### src/rtl/ulpi_phy_pkg.sv
// ulpi_phy_pkg: shared types and constants for the ULPI PHY-side responder.
//   - FSM state enum
//   - TX CMD type codes (ulpi_data_in[7:6] in IDLE)
//   - register addresses and reset values
//   - RX CMD field positions plus helpers for RX CMD, TX PID and
//     the write/set/clear register-group decode
package ulpi_phy_pkg;

  typedef enum logic [3:0] {
    ST_IDLE, ST_CMD_ACK, ST_TX_DATA, ST_WR_DATA, ST_WR_STP,
    ST_RD_TA, ST_RD_DATA, ST_RX_TA, ST_RX_DATA, ST_RX_END
  } state_t;

  localparam logic [1:0] CMD_NOOP = 2'b00;
  localparam logic [1:0] CMD_TX   = 2'b01;
  localparam logic [1:0] CMD_REGW = 2'b10;
  localparam logic [1:0] CMD_REGR = 2'b11;

  localparam logic [5:0] ADDR_VID_LO = 6'h00;
  localparam logic [5:0] ADDR_VID_HI = 6'h01;
  localparam logic [5:0] ADDR_PID_LO = 6'h02;
  localparam logic [5:0] ADDR_PID_HI = 6'h03;
  localparam logic [5:0] ADDR_FUNC   = 6'h04;
  localparam logic [5:0] ADDR_IFC    = 6'h07;
  localparam logic [5:0] ADDR_OTG    = 6'h0A;
  localparam logic [5:0] ADDR_SCR    = 6'h16;

  localparam logic [7:0] RST_FUNC = 8'h41;
  localparam logic [7:0] RST_IFC  = 8'h00;
  localparam logic [7:0] RST_OTG  = 8'h06;
  localparam logic [7:0] RST_SCR  = 8'h00;

  localparam int RXCMD_LS_LSB   = 0;
  localparam int RXCMD_VBUS_LSB = 2;
  localparam int RXCMD_EVT_LSB  = 4;
  localparam logic [1:0] RXCMD_VBUS_VALID = 2'b11;
  localparam logic [1:0] RXEVT_ACTIVE     = 2'b01;
  localparam logic [1:0] RXEVT_NONE       = 2'b00;

  function automatic logic [7:0] rx_cmd(input logic [1:0] ls, input logic active);
    logic [7:0] b;
    b = '0;
    b[RXCMD_LS_LSB   +: 2] = ls;
    b[RXCMD_VBUS_LSB +: 2] = RXCMD_VBUS_VALID;
    b[RXCMD_EVT_LSB  +: 2] = active ? RXEVT_ACTIVE : RXEVT_NONE;
    return b;
  endfunction

  // TX CMD low nibble is the PID; USB sends it with its complement on top.
  function automatic logic [7:0] tx_pid(input logic [3:0] c);
    return {~c, c};
  endfunction

  // Each writable register occupies base (write), base+1 (set), base+2 (clear).
  function automatic logic grp_hit(input logic [5:0] a, input logic [5:0] base);
    return (a >= base) && (a <= base + 6'd2);
  endfunction

  function automatic logic [7:0] grp_upd(input logic [7:0] cur, input logic [5:0] a,
                                         input logic [5:0] base, input logic [7:0] d);
    logic [7:0] r;
    case (a - base)
      6'd0:    r = d;
      6'd1:    r = cur | d;
      default: r = cur & ~d;
    endcase
    return r;
  endfunction

endpackage

### src/rtl/ulpi_phy_model_regfile.sv
// ulpi_phy_regfile: PHY register storage with write/set/clear decode and read mux.
//   i_clk, i_rst   : clock, async active-high reset (registers to reset values)
//   i_we           : commit strobe for i_waddr/i_wdata
//   i_raddr        : read address, o_rdata combinational read data
// Unmapped addresses (including the extended-address escape 0x2F) read 0x00
// and silently drop writes.
module ulpi_phy_regfile
  import ulpi_phy_pkg::*;
#(
  parameter logic [15:0] VENDOR_ID  = 16'h0451,
  parameter logic [15:0] PRODUCT_ID = 16'h1507
) (
  input  logic       i_clk,
  input  logic       i_rst,
  input  logic       i_we,
  input  logic [5:0] i_waddr,
  input  logic [7:0] i_wdata,
  input  logic [5:0] i_raddr,
  output logic [7:0] o_rdata
);

  logic [7:0] r_func, r_ifc, r_otg, r_scr;

  always_ff @(posedge i_clk or posedge i_rst) begin
    if (i_rst) begin
      r_func <= RST_FUNC;
      r_ifc  <= RST_IFC;
      r_otg  <= RST_OTG;
      r_scr  <= RST_SCR;
    end else if (i_we) begin
      if (grp_hit(i_waddr, ADDR_FUNC)) r_func <= grp_upd(r_func, i_waddr, ADDR_FUNC, i_wdata);
      if (grp_hit(i_waddr, ADDR_IFC))  r_ifc  <= grp_upd(r_ifc,  i_waddr, ADDR_IFC,  i_wdata);
      if (grp_hit(i_waddr, ADDR_OTG))  r_otg  <= grp_upd(r_otg,  i_waddr, ADDR_OTG,  i_wdata);
      if (grp_hit(i_waddr, ADDR_SCR))  r_scr  <= grp_upd(r_scr,  i_waddr, ADDR_SCR,  i_wdata);
    end
  end

  always_comb begin
    o_rdata = 8'h00;
    if      (i_raddr == ADDR_VID_LO)      o_rdata = VENDOR_ID[7:0];
    else if (i_raddr == ADDR_VID_HI)      o_rdata = VENDOR_ID[15:8];
    else if (i_raddr == ADDR_PID_LO)      o_rdata = PRODUCT_ID[7:0];
    else if (i_raddr == ADDR_PID_HI)      o_rdata = PRODUCT_ID[15:8];
    else if (grp_hit(i_raddr, ADDR_FUNC)) o_rdata = r_func;
    else if (grp_hit(i_raddr, ADDR_IFC))  o_rdata = r_ifc;
    else if (grp_hit(i_raddr, ADDR_OTG))  o_rdata = r_otg;
    else if (grp_hit(i_raddr, ADDR_SCR))  o_rdata = r_scr;
  end

endmodule

### config.mk
export PLATFORM = sky130hd
export DESIGN_NAME = ulpi_phy_regfile
export DESIGN_NICKNAME = d
export VERILOG_FILES = /design/src/rtl/ulpi_phy_pkg.sv /design/src/rtl/ulpi_phy_model_regfile.sv
export SDC_FILE = /design/constraint.sdc
export NUM_CORES = 1
export LEC_CHECK = 0
export CAP_MARGIN = 30
export CORE_MARGIN = 3
export CORE_UTILIZATION = 30
export CTS_CLUSTER_SIZE = 40
export DETAILED_ROUTE_END_ITERATION = 16
export GPL_TIMING_DRIVEN = 0
export PLACE_DENSITY = 0.6
export SYNTH_ARGS = -nofsm -noshare
export SYNTH_HDL_FRONTEND = slang
export SYNTH_SLANG_ARGS = --single-unit
export TNS_END_PERCENT = 1
### constraint.sdc
create_clock -name i_clk -period 2.5 [get_ports i_clk]
set_input_delay 0.5 -clock i_clk [delete_from_list [all_inputs] [get_ports i_clk]]
set_output_delay 0.5 -clock i_clk [all_outputs]
set_load 0.05 [all_outputs]
======== After elaboration in Yosys (flattened, before gate mapping) ========
Cells that the tools add are included.
Widths: inputs -> output; s select.
operators by class
  $add $sub $neg .......................... 4
  multipliers ............................. 0
  div/mod/pow operators ................... 0
  magnitude comparators ................... 16
  equal/unequal tests ..................... 7
  shift-type cells ........................ 0
  muxes and demuxes ....................... 12
  bitwise operators ....................... 9
  reduce and logical (&&, ||, !) cells .... 17
operators by type and width
  operator             count
  $mux 8               8
  $pmux 8 s2           4
  $and 8x8->8          4
  $or 8x8->8           4
  $eq 6x1->1 const B   5
  $logic_not 6->1      5
  $ge 6x3->1 const B   4
  $le 6x4->1 const B   4
  $eq 6x2->1 const B   2
  $ge 6x4->1 const B   2
  $ge 6x5->1 const B   2
  $le 6x3->1 const B   2
  $le 6x5->1 const B   2
  $sub 6x3->6 const B  2
  $logic_and 1x1->1    8
  $not 8->8            1
  $reduce_and 2->1     4
  $sub 6x4->6 const B  1
  $sub 6x5->6 const B  1
word-level totals
  bits in registers ....................... 32
  bits in latches ......................... 0
  memory bits (writable) .................. 0
  ROM bits ................................ 0
  output and inout port bits .............. 8
  memories kept ........................... 0

======== Depth between registers and ports, before layout ========
  word-level depth ........................ 10
  gate-level depth with buffers ........... 9
  mapped depth without buffers ............ 7

======== Least setup slack after synthesis ========
Ideal clock, no wire load.
  kind .................................... input port to output port
  start point ............................. input port i_raddr[1]
  end point ............................... output port o_rdata[6]
  data arrival time ....................... 2.848 ns
  required time ........................... 2.000 ns
  path slack .............................. -0.848 ns
  stages on the path ...................... 7
  cell sequence ........................... clkbuf_1 or3b_2 o21ai_0 and3b_1 buf_2 nand2_1 a221oi_1
between the ends
  word-level cells in the longest chain between the ends .. 10
  elaborated cells between the ends (all ways) .. 24
  those cells by class .................... 8 x order compare; 3 x eq/ne; 8 x mux; 5 x reduce/logical
ends and longest elaborated chain
  item                                             RTL line                      source
  start: declaration                               ulpi_phy_model_regfile.sv:18  input logic [5:0] i_raddr,
  $ge 6x5->1 / $le 6x5->1 (equally long branches)  ulpi_phy_pkg.sv:56            return (a >= base) && (a <= base + 6'd2);
  $logic_and 1x1->1                                ulpi_phy_pkg.sv:56
  $mux 8                                           ulpi_phy_model_regfile.sv:47  else if (grp_hit(i_raddr, ADDR_SCR)) o_rdata = r_scr;
  $mux 8                                           ulpi_phy_model_regfile.sv:46  else if (grp_hit(i_raddr, ADDR_OTG)) o_rdata = r_otg;
  $mux 8                                           ulpi_phy_model_regfile.sv:45  else if (grp_hit(i_raddr, ADDR_IFC)) o_rdata = r_ifc;
  $mux 8                                           ulpi_phy_model_regfile.sv:44  else if (grp_hit(i_raddr, ADDR_FUNC)) o_rdata = r_func;
  $mux 8                                           ulpi_phy_model_regfile.sv:43  else if (i_raddr == ADDR_PID_HI) o_rdata = PRODUCT_ID[15:8];
  $mux 8                                           ulpi_phy_model_regfile.sv:42  else if (i_raddr == ADDR_PID_LO) o_rdata = PRODUCT_ID[7:0];
  $mux 8                                           ulpi_phy_model_regfile.sv:41  else if (i_raddr == ADDR_VID_HI) o_rdata = VENDOR_ID[15:8];
  $mux 8 (*)                                       ulpi_phy_model_regfile.sv:40  if (i_raddr == ADDR_VID_LO) o_rdata = VENDOR_ID[7:0];
  end: declaration                                 ulpi_phy_model_regfile.sv:19  output logic [7:0] o_rdata
Mark *: on every way between the ends. The rest lies on a longest branch, timed or not.

======== Final worst setup path ========
Ends and elaborated chain as after synthesis.

==> flow_summary.ini <==
[sta]
final_hold_viol_count = 0
setup_violations = 0
rsz0062_at_grt = yes
drv_slew = 0
worst_slew_pin_slew_ns = 0.930
max_freq_mhz = 405
fin_crit_ns = 2.47
worst_slack_ns = 0.0313
finClkSkew_ns = 0
slew_headroom_pct = 37.5
fin_crit_sh_pct = 98.7

[final_layout]
layout_common_cells = dfrtp_1, nand2_1, a21oi_1, nor2_1, o21ai_0
drive_above_1_share_pct = 28.9
fin_nets = 306
fillers = 680
syn_to_final_growth_pct = 33.2
seqCellArea_um2 = 806
fin_util_pct = 42.0
antenna_cells = 0
final_cells = 376
multi_input_area_um2 = 1440
final_common_cell = dfrtp_1

[place]
dp_hpwl_mm = 4.38
pre_cts_ws_ns = -1.53
place_congestion = 0.819
port_buffers = 18
dp.cells = 362

[setup_path]
endpoint_kind = primary output
cp_cell_sequence = buf_4, or3b_4, o21ai_2, and3b_2, buf_6, nand2_2, a221oi_4, buf_6
startpoint_type = primary input
critPathKind = in -> out
cp_max_fo = 9
max_stage_delay_ns = 0.38
cp_slowest_cell = or3b_4
worst-path-buf-inv = 3
crit_top_cell = buf_6
crit_arrival_ns = 1.97
crit_family = simple AND/OR/NAND/NOR gates
required_ns = 2.00

[run]
cap_violations = 0

[die]
std_cell_rows = 30
start_util_pct = 31.5
fp.dieH_um = 91.5
die_x_um = 91.5
dieArea_um2 = 8360
io_pins = 31
core-area_um2 = 6940

[grt]
grt_util_met2_pct = 26.1
use_met3_pct = 3.31
busiest_layer = met2
grt_pass1_vias = 1998
grtUsageTotal_pct = 16.3
antenna_found_initial = 0
grt_max_degree = 20
grtUsageMet1_pct = 22.3
grt_pass1_wl_mm = 10.7
overflow = 0

[cts]
cts_tree = built
cts_buffers = 5
cts_sinks = 32
hold_buffers = 0
htreeDepth = 2
clk_path_buf_depth = 2
path_clk_slew_ns = 0.06
cts-root-buf = clkbuf_8
clock_latency_ns = 0.29

[logic_synthesis]
ys_seq_area_share_pct = 36.8
synthesis.nets = 273
synth_warnings = 0
synth_area_leaders = dfrtp_1, dfstp_2, a21oi_1
synth_cells = 246
async_reset_ff_share_pct = 100
synth_seq_cells = 32
synth_area_um2 = 2190
syn_area_per_cell_um2 = 8.91
synth_top_area_cell = dfrtp_1
synth_ff_type = dfrtp_1
synth_edf_count = 0
ys_types = 45
synth_top_area_share_pct = 32.0

[route]
initialDrtViolationCount = 106
via_per_inst = 5.36
vias = 2017
detail_route.wl_per_cell_um = 17.1
drc = 0
drtPass1Iterations = 4
wl_mm = 6.44
antenna_left = 0

[power_and_ir_drop]
peakVddDrop_mv = 0.207
powerDensity_nw_per_um2 = 465
p_leak_nw = 1.22
total_power_mw = 1.36

[status]
status = complete, no violations

[min_path]
hold_class = reg -> reg
## path summary, 6_finish.rpt
| check | slack [ns] | start | cells after the start | to |
|---|---|---|---|---|
| setup / recovery | 0.03 | i_raddr[1] | 8 | o_rdata[6] |
| hold / removal | 0.50 | r_otg[7] | 2 | r_otg[7] |
| setup reg to reg | 1.53 | r_scr[6] | 2 | r_scr[6] |
| hold reg to reg | 0.50 | r_otg[7] | 2 | r_otg[7] |
| max in group asynchronous | 1.31 | i_rst | 3 | r_func[6] |
| min in group asynchronous | 0.60 | i_rst | 2 | r_otg[4] |
## routing by layer
metal / vias up / wire (um)
met1: 977 / 3020
li1: 987 / -
met2: 47 / 3010
met3: 6 / 332
met5: - / 0
met4: 0 / 74
## Yosys cell counts, drive strengths merged, types with 5 or more instances
library cell  count
a21oi            20
a221o             8
o21ai            17
a22o              8
inv              10
buf              15
clkbuf            7
and3b            10
nand2b            6
dfrtp            28
a22oi             7
nor2             17
a31oi             5
nand2            21
nor2b             5
a32o              8
nand3             5
mux2i             9
## worst register-to-register path: cells and delay by family, from the launching register on
kind            cells  cell delay [ns]
flops               1             0.41
simple gates        1             0.19
compound gates      1             0.25
## sequential cells by signal (all words and copies together), names as in the netlist
signal / count
r_otg: 8
r_ifc: 8
r_scr: 8
r_func: 8
## area by class of cell
| cell class | instances | area share (%) |
|---|---|---|
| timing repair buffer | 27 | 9.60 |
| clock buffer | 6 | 2.49 |
| tap | 96 | 4.11 |
| clock inverter | 2 | 1.20 |
| multi-input combinational | 182 | 49.2 |
| inverter | 10 | 1.29 |
| sequential | 32 | 27.6 |
| buffer | 21 | 4.46 |
## what timing repair did
item / 4_1_cts / 5_1_grt
cloned: 0 / 0
resized for setup: 82 / 18
setup endpoints to repair: 40 / 28
buffers inserted: 7 / 0
pin swaps: 6 / 4
## cells by family (layout without fill, tap and decap cells)
family / count (synthesis) / count (layout) / synth area share [%]
compound gates: 86 / 86 / 28.4
fa+ha+maj: 4 / 4 / 2.28
buf+inv: 32 / 66 / 6.91
flops: 32 / 32 / 36.8
mux: 9 / 9 / 4.11
simple gates: 83 / 83 / 21.5
## per-stage QoR
step	setup TNS (ns)	area (um^2)	hold slack (ns)
6_report	0	2920	0.504
5_1_grt	-0.120	2920	0.521
4_1_cts	-0.483	2880	0.506
3_5_place_dp	-26.81	2620	0.489
3_3_place_gp	-27.30	2580	0.478
2_1_floorplan	-0.0330	2280	0.461
## where the power goes
group          internal [mW]  switching [mW]  total [mW]
logic                  0.124           0.160       0.284
registers              0.560          0.0257       0.586
clock network          0.296           0.192       0.487
total                  0.980           0.377        1.36
Power figures use the tool's default switching activity.
